`config.mk`:
```
export PLATFORM = sky130hd
export DESIGN_NAME = xnor_cmp_sched
export DESIGN_NICKNAME = d
export VERILOG_FILES = /design/src/rtl/xnor_cmp_sched.sv
export SDC_FILE = /design/constraint.sdc
export NUM_CORES = 1
export LEC_CHECK = 0
export ABC_CLOCK_PERIOD_IN_PS = 2000
export CAP_MARGIN = 40
export CORE_MARGIN = 4
export CORE_UTILIZATION = 47
export CTS_BUF_LIST = sky130_fd_sc_hd__clkbuf_2
export DETAILED_ROUTE_END_ITERATION = 16
export HOLD_SLACK_MARGIN = 0.03
export PLACE_DENSITY_LB_ADDON = 0.3
export SYNTH_ARGS = -nofsm -noshare
export SYNTH_HDL_FRONTEND = slang
export SYNTH_SLANG_ARGS = --single-unit
```
`constraint.sdc`:
```
create_clock -name clk -period 2 [get_ports clk]
set_input_delay 0.3 -clock clk [delete_from_list [all_inputs] [get_ports clk]]
set_output_delay 0.3 -clock clk [all_outputs]
set_load 0.005 [all_outputs]
```
`src/rtl/xnor_cmp_sched.sv`:
```
// ============================================================================
// Module      : xnor_cmp_sched
// Description : Two-requester bit-serial equality comparator built around a
//               single shared 1-bit XNOR gate, with round-robin arbitration.
// Revision    : 1.0 - initial release
// ============================================================================
`default_nettype none

module xnor_cmp_sched #(
  parameter int WIDTH = 8
) (
  input  logic             clk,
  input  logic             rst_n,
  input  logic             req0_valid,
  output logic             req0_ready,
  input  logic [WIDTH-1:0] req0_a,
  input  logic [WIDTH-1:0] req0_b,
  input  logic             req1_valid,
  output logic             req1_ready,
  input  logic [WIDTH-1:0] req1_a,
  input  logic [WIDTH-1:0] req1_b,
  output logic             rsp_valid,
  input  logic             rsp_ready,
  output logic             rsp_id,
  output logic [WIDTH-1:0] rsp_mask,
  output logic             rsp_eq,
  output logic             busy
);

  localparam int c_idx_w = $clog2(WIDTH);
  localparam logic [c_idx_w-1:0] c_idx_last = c_idx_w'(WIDTH - 1);

  typedef enum logic [1:0] {
    S_IDLE  = 2'd0,
    S_SHIFT = 2'd1,
    S_DONE  = 2'd2
  } state_t;

  state_t             r_state;
  logic [WIDTH-1:0]   r_a;
  logic [WIDTH-1:0]   r_b;
  logic [WIDTH-1:0]   r_mask;
  logic [c_idx_w-1:0] r_idx;
  logic               r_eq;
  logic               r_id;
  logic               r_prio1;

  logic w_grant0;
  logic w_grant1;
  logic w_idle;
  logic w_gate;

  // Requester 1 wins when alone, or when both ask and it is its turn.
  assign w_grant1 = req1_valid & (~req0_valid | r_prio1);
  assign w_grant0 = req0_valid & ~w_grant1;

  // rst_n is folded in so the readys drop the moment reset is applied.
  assign w_idle     = (r_state == S_IDLE) & rst_n;
  assign req0_ready = w_idle & w_grant0;
  assign req1_ready = w_idle & w_grant1;

  // The one shared comparison gate, walked LSB first over the captured operands.
  assign w_gate = r_a[r_idx] ~^ r_b[r_idx];

  always_ff @(posedge clk or negedge rst_n) begin
    if (!rst_n) begin
      r_state <= S_IDLE;
      r_a     <= '0;
      r_b     <= '0;
      r_mask  <= '0;
      r_idx   <= '0;
      r_eq    <= 1'b0;
      r_id    <= 1'b0;
      r_prio1 <= 1'b0;
    end else begin
      case (r_state)
        S_IDLE: begin
          if (w_grant0 | w_grant1) begin
            r_a     <= w_grant1 ? req1_a : req0_a;
            r_b     <= w_grant1 ? req1_b : req0_b;
            r_id    <= w_grant1;
            r_prio1 <= ~w_grant1;
            r_idx   <= '0;
            r_mask  <= '0;
            r_eq    <= 1'b1;
            r_state <= S_SHIFT;
          end
        end
        S_SHIFT: begin
          r_mask[r_idx] <= w_gate;
          r_eq          <= r_eq & w_gate;
          if (r_idx == c_idx_last) begin
            r_state <= S_DONE;
          end else begin
            r_idx <= r_idx + 1'b1;
          end
        end
        S_DONE: begin
          if (rsp_ready) begin
            r_state <= S_IDLE;
          end
        end
        default: r_state <= S_IDLE;
      endcase
    end
  end

  assign rsp_valid = (r_state == S_DONE);
  assign busy      = (r_state != S_IDLE);
  assign rsp_id    = r_id;
  assign rsp_mask  = r_mask;
  assign rsp_eq    = r_eq;

endmodule

`default_nettype wire

```
After elaboration in Yosys (flattened, before gate mapping)
Cells that the tools add are included.
- bits in registers: 32
- latch bits: 0
- RAM bits: 0
- memory bits (read-only): 0
- input port bits: 37
- output and inout port bits: 14
- logic and storage cells: 57
- memories kept: 0
- add/subtract/negate cells: 1
- multiply operators: 0
- div/mod/pow operators: 0
- $lt $le $gt $ge: 2
- equal/unequal tests: 7
- shifts and indexed selects: 0
- multiplexer cells: 20
- bitwise operators: 11
- reductions and logical operators: 8
- operators with widths (cell ; count):
    2-to-1 mux 8 bit ; 3
    one-hot mux 8 bit (2 select lines) ; 1
    bitwise mux 8 bit ; 1
    bitwise AND 1 bit ; 6
    binary-select mux 1 bit (select 3 bit) ; 2
    2-to-1 mux 2 bit ; 3
    2-to-1 mux 3 bit ; 2
    one-hot mux 2 bit (3 select lines) ; 1
    one-hot mux 3 bit (2 select lines) ; 1
    AND reduction 3 bit ; 2
    less-than comparator 3 x 4 -> 1 bit (second input constant) ; 1
    2-to-1 mux 1 bit ; 4
    inequality test 2 x 1 -> 1 bit (second input constant) ; 2
    inequality test 2 bit (second input constant) ; 2
    AND reduction 2 bit ; 2
    nonzero test 2 bit ; 2
    adder 3 x 1 -> 3 bit (second input constant) ; 1
    demux 1 bit (select 3 bit) ; 1
    equality test 3 bit (second input constant) ; 1
    greater-or-equal comparator 3 x 1 -> 1 bit (second input constant) ; 1
    equality test 2 x 1 -> 1 bit (second input constant) ; 1
    equality test 2 bit (second input constant) ; 1
    zero test 2 bit ; 1
    inverter 1 bit ; 2
    4 further kinds ; 5

Logic depth before layout (Yosys ltp)
Gate-level depths: netlist of run 1.
- depth in word-level cells: 8
- gate-level depth with buffers: 6
- depth with buffers taken out: 5

Least setup slack after synthesis of run 1
Ideal clock, no wire load.
- kind: register to register
- start point: register r_idx[0]
- end point: register r_mask[1], in the netlist rsp_mask[1]
- setup time: 0.110 ns
- data arrival time: 1.722 ns
- data required time: 1.890 ns
- path slack: 0.168 ns
- cell stages (with the launch flop): 6
- period minus slack after synthesis: 1.832 ns
- cells stage by stage: dfrtp_1 > buf_2 > mux4_2 > mux2i_1 > xor2_2 > o41ai_1
- word-level cells in the longest chain between the ends: 6
- ends and longest elaborated chain (item ; line ; text):
    start: declaration ; 43 ; logic [c_idx_w-1:0] r_idx;
    start signal: assignment ; 95 ; r_idx <= r_idx + 1'b1;
    less-than comparator 3 x 4 -> 1 bit (not written as such) or greater-or-equal comparator 3 x 1 -> 1 bit (tied branches) ; 90 ; r_mask[r_idx] <= w_gate;
    logical AND 1 bit (not written as such) ; 90 ;
    2-to-1 mux 1 bit (not written as such) ; 90 ;
    demux 1 bit (select 3 bit) ; 90 ;
    bitwise mux 8 bit * ; 90 ;
    one-hot mux 8 bit (2 select lines) * ; 76 ; case (r_state)
    end signal: indexed assignment ; 90 ;
    end: declaration ; 42 ; logic [WIDTH-1:0] r_mask;
Mark *: on every way between the ends. The rest lies on a longest branch, timed or not. The select of a mux whose other input is x is not followed.
A chain may end at the register's enable or synchronous reset.

Final worst setup path of run 1
Same ends and word-level chain as after synthesis.

==> results.md, run 1 <==
* Global placer's final weighted congestion at 0.776
* Slowest CP cell: mux4_2
* Comb pwr share at 0.519
* Fmax at 519 MHz
* Critical-path maximum fanout at 9
* First-pass GRT wire length at 6.28 mm
* Final min period at 1930 ps
* Yosys top cell area share at 0.525
* Yosys cell types at 27
* IO buf count at 50
* Final setup vio count at 0
* Crit Reg-Reg Startpoint: r_idx[0]
* Fraction of the mapped netlist area in adder cells at 0.0164
* Depth of the most critical reg-to-reg path at 5
* Slew Viols, Final at 0
* Max_cap viols at 0
* Worst setup EP type: flop
* Drt pass-1 iters at 6
* Skew final at 17.4 ps
* Worst stage delay on the critical path at 510 ps
* Routed WL at 3.72 mm
* Min-Delay Path Class: in -> async
* Share of cells above drive strength 1 at 0.166
* Die height at 64.9 microns
* RSZ-0062 raised after global routing: no
* GRT Resource Usage Total at 0.198
* Largest family of logic cells by synthesized area: compound AO/OA/AOI/OAI gates
* Initial antenna violation count at 0
* Clk pwr share at 0.097
* Final nets at 231
* Main synth FF type: dfrtp_1
* Die Area at 4220 sq um
* Residual DRC count at 0
* Clock latency at the later pin of the worst-skew pair at 360 ps
* CTS Buf Count at 5
* Post-synth EDFFs at 0
* CP cell instances: mux4_2 -> mux2i_1 -> xor2_2 -> buf_4 -> o41ai_1
* IR Drop Worst-Case VDD at 0.000605 V
* Syn Std Cell Area at 1520 sq um
* Mux contribution to synthesized area at 0.119
* Commonest cells post-synth: 32 x dfrtp_1, 19 x inv_1, 16 x a222oi_1, 9 x nand2_1
* Area leader, netlist: dfrtp_1
* # rows at 20
* Startpoint Class: flop
* Met1 Use GR at 0.245
* Xor and xnor fraction of the mapped netlist area at 0.0107
* Net Sw Power at 0.00115 W
* Top Ports at 51
* Starting DRT DRC Count at 101
* Post-Synthesis Cells at 132
* Syn_nets at 171
* CTS Buffer Depth at 2
* Placed instance area at 2110 sq um
* Leakage power at 1.08 nW
* Hold Buf Count CTS at 0
* Root buf cell: clkbuf_2
* Register area share after synthesis at 0.525
* Ys async rst share at 1.00
* Fillers at 242
* Die W at 64.9 microns
* Reg-to-Reg End: rsp_mask[1]
* CTS clock-pin slew for the worst setup and hold paths at 150 ps
* Max-slew headroom at 0.729
* Area of the core at 3080 sq um
* Outcome: finished, final reports clean
* Antenna-violating nets left at 0
* Tightest Pin Transition at 406 ps
* CP Data Required Time at 2250 ps
* H-tree Lvls at 2
* GR Util met2 at 0.328
* Final Instance Area at 2200 sq um
* Net Sw Frac at 0.376
* Crit path kind: reg -> reg
* Vias in the first global route at 1347
* Post-synthesis compound-gate area fraction at 0.161
* Post-synthesis sequential element count at 32
* Power Density at 1390 nW/um^2
* Area growth syn-to-layout at 44.3%
* Hold Fails Final Rpt at 0
* Most common cell in the netlist: dfrtp_1
* Setup TNS Final at 0 ps
* Ant. Diodes at 0
* TritonCTS clock tree: done
* Syn_area_per_cell at 11.5 sq um
* Drt wl/cell at 15.7 microns
* Via total after detailed routing at 1331
* P_int at 0.00190 W
* Num Clock Sinks at 32
* Area contributors post-synth: dfrtp_1 53%, a222oi_1 11%, mux4_2 5.9%
* Post-synthesis simple-gate area fraction at 0.0977
* Final worst path period share at 0.963
* Reg-to-reg setup timing slack at 70 ps
* CP Data Arrival Time at 2180 ps
* Congestion Overflow GR at 0
* Met3 GRT Util at 0.0745
* Avg Vias per Cell at 5.62
* Flop pwr share at 0.384
* GR peak layer: met2
* Yosys warns at 0
* Post-DP HPWL at 2.80 mm
* Initial core utilization at 0.495
* Pin count of the biggest net entering global routing at 27
## per-stage QoR
step	utilization	setup WS (ps)	instances	power (W)	hold WS [ps]
floorplan	-	168	132	0.00211	4.41
global placement	0.686	44.5	226	0.00259	463
detailed placement	0.686	18.6	226	0.00266	479
CTS	0.708	39.9	236	0.00301	315
global route	0.715	2.00	237	0.00331	334
finish	0.715	73.9	237	0.00305	342
## kinds of logic (layout without fill, tap and decap cells)
family / Yosys count / after routing
adder cells (fa/ha/maj): 2 / 2
AND/OR/NAND/NOR: 29 / 29
buffers and inverters: 28 / 89
XOR/XNOR: 1 / 1
multiplexers: 13 / 13
AO/OA/AOI/OAI: 27 / 27
flip-flops: 32 / 32
## routing by layer
layer	up-vias	wire length (microns)
met4	0	19
met3	2	250
met5	-	0
met2	54	1830
li1	612	-
met1	663	1620
## how the worst max path moves through the flow
| stage | start | end |
|---|---|---|
| after floorplan | r_idx[0] | rsp_mask[1] |
| after global placement | req0_valid | req1_ready |
| after detailed placement | r_idx[0] | rsp_mask[5] |
| after CTS | r_state[0] | req0_ready |
| after global routing | r_idx[0] | rsp_mask[1] |
| final | r_idx[0] | rsp_mask[1] |
## state kept, by name, summed over array words and instances (netlist names)
signal and flops:
rsp_eq 1, r_b 8, r_state 2, r_idx 3, rsp_mask 8, r_a 8
r_prio1 1, rsp_id 1
## repair_timing
action	CTS	global route
setup endpoints to repair	5	10
resized for setup	7	5
gates cloned	0	0
setup buffers	2	1
pin swaps	2	1
## cell usage in the layout, fill, tap and decap left out, types with 3 or more instances in the layout
cell / n
inv_1: 19
nand2_1: 9
buf_4: 12
dfrtp_1: 30
a222oi_1: 16
a22o_1: 3
mux4_2: 4
clkdlybuf4s50_1: 47
mux2i_1: 8
nor2_1: 4
clkbuf_2: 7
## critical path: cells and delay by family (launching register included)
family          cells  cell delay, ps
mux                 2             770
flops               1             480
buf+inv             1             170
compound gates      1             290
xor+xnor            1             100
## cell type report
type / count / area, sq um / area share
sequential: 32 / 803 / 0.365
inverter: 19 / 71.3 / 0.0324
timing repair buffer: 62 / 592 / 0.269
clock buffer: 7 / 35.0 / 0.0159
clock inverter: 1 / 3.75 / 0.00171
multi-input combinational: 72 / 639 / 0.291
tap: 44 / 55.1 / 0.0250
## power by group through the flow
stage / Combinational (W) / Sequential, W / Clock, W
finish: 0.00158 / 0.00117 / 0.000297
floorplan: 0.00102 / 0.00109 / 0
global route: 0.00175 / 0.00122 / 0.000341
detailed placement: 0.00148 / 0.00117 / 0
CTS: 0.00152 / 0.00117 / 0.000310
global placement: 0.00143 / 0.00116 / 0
Power figures use the tool's default switching activity.
==> inputs of run 2 (changes only) <==
--- a/config.mk
+++ b/config.mk
@@ -7,12 +7,13 @@
 export LEC_CHECK = 0
 export ABC_CLOCK_PERIOD_IN_PS = 2000
 export CAP_MARGIN = 40
-export CORE_MARGIN = 4
+export CORE_MARGIN = 1
 export CORE_UTILIZATION = 47
 export CTS_BUF_LIST = sky130_fd_sc_hd__clkbuf_2
 export DETAILED_ROUTE_END_ITERATION = 16
 export HOLD_SLACK_MARGIN = 0.03
 export PLACE_DENSITY_LB_ADDON = 0.3
+export SKIP_LAST_GASP = 1
 export SYNTH_ARGS = -nofsm -noshare
 export SYNTH_HDL_FRONTEND = slang
 export SYNTH_SLANG_ARGS = --single-unit
==> run 2 against run 1 <==
Power is essentially flat. Worst setup slack better by 18 ps. Final cell count is 0.42% lower. Highest routed layer unchanged. Critical path type unchanged. Register-to-register slack better by 20 ps. Global-route usage grew 2.9 points. Critical endpoint unchanged. Sequential share of layout area is 0.089 points higher. Non-clock buffer count shrank 1. Maximum frequency grew 0.92%. Clock-buffer cell count fell by 1. Critical path depth down 1. Largest cell class unchanged.
==> results.md, run 2 (synthesis results as in run 1) <==
* Final worst path period share at 0.954
* Skew final at 35.5 ps
* Commonest cells after routing, fill and taps aside: 48 x clkdlybuf4s50_1, 31 x dfrtp_1, 19 x inv_1, 16 x a222oi_1, 11 x buf_4
* Top Ports at 51
* Root buf cell: clkbuf_2
* Min-Delay Path Class: in -> async
* Hold Buf Count CTS at 0
* Startpoint Class: flop
* Antenna-violating nets left at 0
* CP Data Arrival Time at 2160 ps
* Clock latency at the later pin of the worst-skew pair at 370 ps
* Max_cap viols at 0
* GRT Resource Usage Total at 0.228
* Global placer's final weighted congestion at 0.790
* Leakage power at 1.07 nW
* Hold Fails Final Rpt at 0
* Fin cells at 236
* H-tree Lvls at 2
* Share of cells above drive strength 1 at 0.156
* First-pass GRT wire length at 5.75 mm
* Tot Pwr at 0.00305 W
* Register Area at 802 sq um
* IR Drop Worst-Case VDD at 0.000566 V
* CTS clock-pin slew for the worst setup and hold paths at 180 ps
* Drt wl/cell at 14.5 microns
* Commonest non-fill, non-tap cell in the layout: clkdlybuf4s50_1
* GR Util met2 at 0.390
* Die height at 58.9 microns
* Routed WL at 3.42 mm
* Via total after detailed routing at 1311
* Post-layout util at 0.718
* Power Density at 1390 nW/um^2
* # rows at 20
* Max-slew headroom at 0.705
* Die W at 58.9 microns
* Vias in the first global route at 1326
* Slew Viols, Final at 0
* Fillers at 251
* Congestion Overflow GR at 0
* Outcome: finished, final reports clean
* Ant. Diodes at 0
* Tightest Pin Transition at 442 ps
* Initial core utilization at 0.499
* RSZ-0062 raised after global routing: yes
* Critical-path maximum fanout at 5
* Met1 Use GR at 0.271
* Starting DRT DRC Count at 109
* Final nets at 231
* Crit path kind: reg -> reg
* GR peak layer: met2
* Die Area at 3470 sq um
* Final setup vio count at 0
* Area of the multi-input gates at 643 sq um
* Avg Vias per Cell at 5.56
* CTS Buf Count at 5
* Num Clock Sinks at 32
* Hold Worst Slack at 312 ps
* Area of the core at 3050 sq um
* Initial antenna violation count at 0
* Final min period at 1910 ps
* CP Data Required Time at 2260 ps
* IO buf count at 50
* Met3 GRT Util at 0.0681
* Fmax at 524 MHz
* Residual DRC count at 0
* Setup TNS Final at 0 ps
* Worst setup EP type: flop
* Pin count of the biggest net entering global routing at 26
* Post-DP HPWL at 2.53 mm
* Drt pass-1 iters at 5
* Placed Instances at 226
* Area growth syn-to-layout at 43.8%
* CTS Buffer Depth at 2
* TritonCTS clock tree: done
[run 2: cell count changes in the layout (fill, tap and decap cells not counted), moves of 2 or more]
| cell | previous run | this run |
|---|---|---|
| and2_1 | 0 | 2 |
| and2_4 | 2 | 0 |
| mux2i_1 | 8 | 6 |
| mux2i_2 | 0 | 2 |
[run 2: timing repair]
action,CTS,global route
buffers inserted,2,0
setup endpoints to repair,3,11
pin swaps,1,1
gates cloned,1,0
resized for setup,3,5
[run 2: worst paths after layout]
check	startpoint	endpoint	slack, ps	cells past startpoint
min	rst_n	r_idx[0]	310	2
min reg2reg	rsp_id	rsp_id	500	1
max in group asynchronous	rst_n	r_a[0]	1310	2
max reg2reg	r_idx[0]	rsp_mask[1]	90	4
max	r_idx[0]	rsp_mask[1]	90	4
min in group clk	rsp_id	rsp_id	500	1
[run 2: worst max-delay path, stage by stage, from the launching register on]
cell and delay [ps]:
dfrtp_2 480, mux4_2 530, mux2i_2 300, xor2_2 170, o41ai_1 320
[run 2: layout make-up]
class	count	area share
flip-flops and latches	32	0.366
multi-input cells	73	0.294
repair buffers	61	0.267
inverters	19	0.0326
well taps	44	0.0251
clock buffers	6	0.0137
clock inverters	1	0.00228
[run 2: power breakdown]
group	internal (W)	switching [W]	leakage, nW
registers	0.000937	0.000230	0.402
clock network	0.0000833	0.000204	0.0288
logic	0.000864	0.000733	0.639
[run 2: metal layers]
metal / up-vias / share of wire
met2: 53 / 0.52
met5: - / 0
met1: 640 / 0.40
met4: 0 / 0.016
li1: 611 / -
met3: 7 / 0.062
[run 2: through the flow]
step | cell area [sq um] | setup WS, ps
2_1_floorplan | 1520 | 168
3_5_place_dp | 2110 | 19.3
6_report | 2190 | 91.5
3_3_place_gp | 2110 | 17.5
4_1_cts | 2180 | -134
5_1_grt | 2190 | -51.5
==> inputs of run 3 (changes only) <==
--- a/config.mk
+++ b/config.mk
@@ -5,10 +5,10 @@
 export SDC_FILE = /design/constraint.sdc
 export NUM_CORES = 1
 export LEC_CHECK = 0
-export ABC_CLOCK_PERIOD_IN_PS = 2000
+export ABC_CLOCK_PERIOD_IN_PS = 1700
 export CAP_MARGIN = 40
 export CORE_MARGIN = 1
-export CORE_UTILIZATION = 47
+export CORE_UTILIZATION = 42
 export CTS_BUF_LIST = sky130_fd_sc_hd__clkbuf_2
 export DETAILED_ROUTE_END_ITERATION = 16
 export HOLD_SLACK_MARGIN = 0.03
==> constraint.sdc (replaced) <==
create_clock -name clk -period 1.7 [get_ports clk]
set_input_delay 0.255 -clock clk [delete_from_list [all_inputs] [get_ports clk]]
set_output_delay 0.255 -clock clk [all_outputs]
set_load 0.005 [all_outputs]
==> run 3 against run 2 <==
Critical endpoint unchanged. The run now ends with negative setup slack left. Clock skew down 18 ps. Via count up 5.0%. Combinational power up 48%.
==> results.md, run 3 (synthesis results as in run 1) <==
* Placed instance area at 2210 sq um
* Drt pass-1 iters at 7
* Crit path kind: reg -> reg
* Global placer's final weighted congestion at 0.820
* Residual DRC count at 0
* Outcome: finished, violations left
* IO buf count at 50
* Num Clock Sinks at 32
* Post-layout util at 0.693
* Skew final at 17.4 ps
* Final min period at 1770 ps
* Area of the core at 3420 sq um
* IR Drop Worst-Case VDD at 0.000913 V
* Avg Vias per Cell at 5.42
* Final setup vio count at 11
* Fin cells at 254
* Register Area at 802 sq um
* Congestion Overflow GR at 0
* Die Area at 3870 sq um
* Die W at 62.2 microns
* Hold Fails Final Rpt at 0
* Fillers at 261
* Area growth syn-to-layout at 55.3%
* CTS Buf Count at 5
* CP cell instances: mux4_2 -> mux2i_4 -> xor2_2 -> buf_6 -> o41ai_2
* Setup TNS Final at -460 ps
* Drt wl/cell at 16.0 microns
* Area of the multi-input gates at 677 sq um
* # rows at 21
* Post-DP HPWL at 2.75 mm
* Critical-path maximum fanout at 9
* RSZ-0062 raised after global routing: yes
* Starting DRT DRC Count at 98
* Placed Instances at 238
* Top Ports at 51
* Final setup margin at -67.2 ps
* Failing checks: negative setup slack
* Min-Delay Path Class: in -> async
* Slowest CP cell: mux4_2
* Die height at 62.2 microns
* Worst stage delay on the critical path at 570 ps
* CTS Buffer Depth at 2
* CP Data Required Time at 1990 ps
* First-pass GRT wire length at 6.69 mm
* GRT Resource Usage Total at 0.223
* Final nets at 247
* Tot Pwr at 0.00407 W
* Crit path buf inv count at 1
* Commonest non-fill, non-tap cell in the layout: clkdlybuf4s50_1
* Slew Viols, Final at 0
* Max-slew headroom at 0.749
* Final worst path period share at 1.04
* Via total after detailed routing at 1376
* Vias in the first global route at 1461
* Startpoint Class: flop
* Initial core utilization at 0.446
* Top Family by Delay on Critical Path: multiplexers
* Worst setup EP type: flop
* TritonCTS clock tree: done
* CTS clock-pin slew for the worst setup and hold paths at 160 ps
* Commonest cells after routing, fill and taps aside: 46 x clkdlybuf4s50_1, 31 x dfrtp_1, 23 x buf_4, 19 x inv_1, 16 x a222oi_1
* Antenna-violating nets left at 0
* Share of cells above drive strength 1 at 0.284
* Clock latency at the later pin of the worst-skew pair at 370 ps
* Power Density at 1720 nW/um^2
* Tightest Pin Transition at 372 ps
* Fmax at 566 MHz
* Ant. Diodes at 0
* CP Data Arrival Time at 2060 ps
* Routed WL at 4.07 mm
* Initial antenna violation count at 0
* H-tree Lvls at 2
* Root buf cell: clkbuf_2
* Pin count of the biggest net entering global routing at 29
* Final Instance Area at 2370 sq um
* Hold Buf Count CTS at 0
* Leakage power at 1.15 nW
* Max_cap viols at 0
[run 3: changes by cell type in the layout (fill, tap and decap cells not counted), moves of 2 or more]
cell	before	now
nor2_1	4	2
nor3b_1	2	0
buf_2	0	2
buf_6	0	5
nor3b_2	0	2
buf_4	11	23
nor2_2	1	3
clkdlybuf4s50_1	48	46
[run 3: worst paths after layout]
| kind | slack (ps) | end | cells after the start | from |
|---|---|---|---|---|
| min in group clk | 480 | r_state[1] | 3 | rsp_ready |
| worst max-delay path | -70 | rsp_mask[1] | 5 | r_idx[0] |
| max in group asynchronous | 1010 | rsp_mask[6] | 2 | rst_n |
| worst max register to register | -70 | rsp_mask[1] | 5 | r_idx[0] |
| worst min-delay path | 290 | r_b[6] | 2 | rst_n |
| worst min register to register | 500 | rsp_id | 1 | rsp_id |
[run 3: timing repair]
action	in CTS	in global routing
pin swaps	3	4
setup buffers	7	4
endpoints found under the setup margin	14	19
gates resized for setup	24	10
[run 3: layer usage]
metal,track usage,up-vias,part of all wire
met5,0,-,0
met1,0.264,675,0.42
met3,0.0515,10,0.054
li1,-,638,-
met4,0.0843,0,0.015
met2,0.393,53,0.51
[run 3: layout make-up]
| cell class | instances | area share |
|---|---|---|
| clock buffer | 6 | 0.0127 |
| clock inverter | 1 | 0.00211 |
| inverter | 19 | 0.0301 |
| multi-input combinational | 72 | 0.286 |
| sequential | 32 | 0.339 |
| tap | 46 | 0.0243 |
| timing repair buffer | 78 | 0.306 |
[run 3: power by group]
part           leakage, nW  total, W  internal (W)  switching, W
Clock               0.0288  0.000347     0.0000980      0.000249
Combinational        0.723   0.00237       0.00133       0.00105
Sequential           0.402   0.00135       0.00110      0.000246
Total                 1.15   0.00407       0.00253       0.00154
[run 3: through the flow]
step | worst slack (ps) | hold slack (ps)
2_1_floorplan | -21.3 | -40.6
3_5_place_dp | -489 | 473
5_1_grt | -156 | 263
3_3_place_gp | -462 | 466
4_1_cts | -115 | 282
6_report | -67.2 | 287
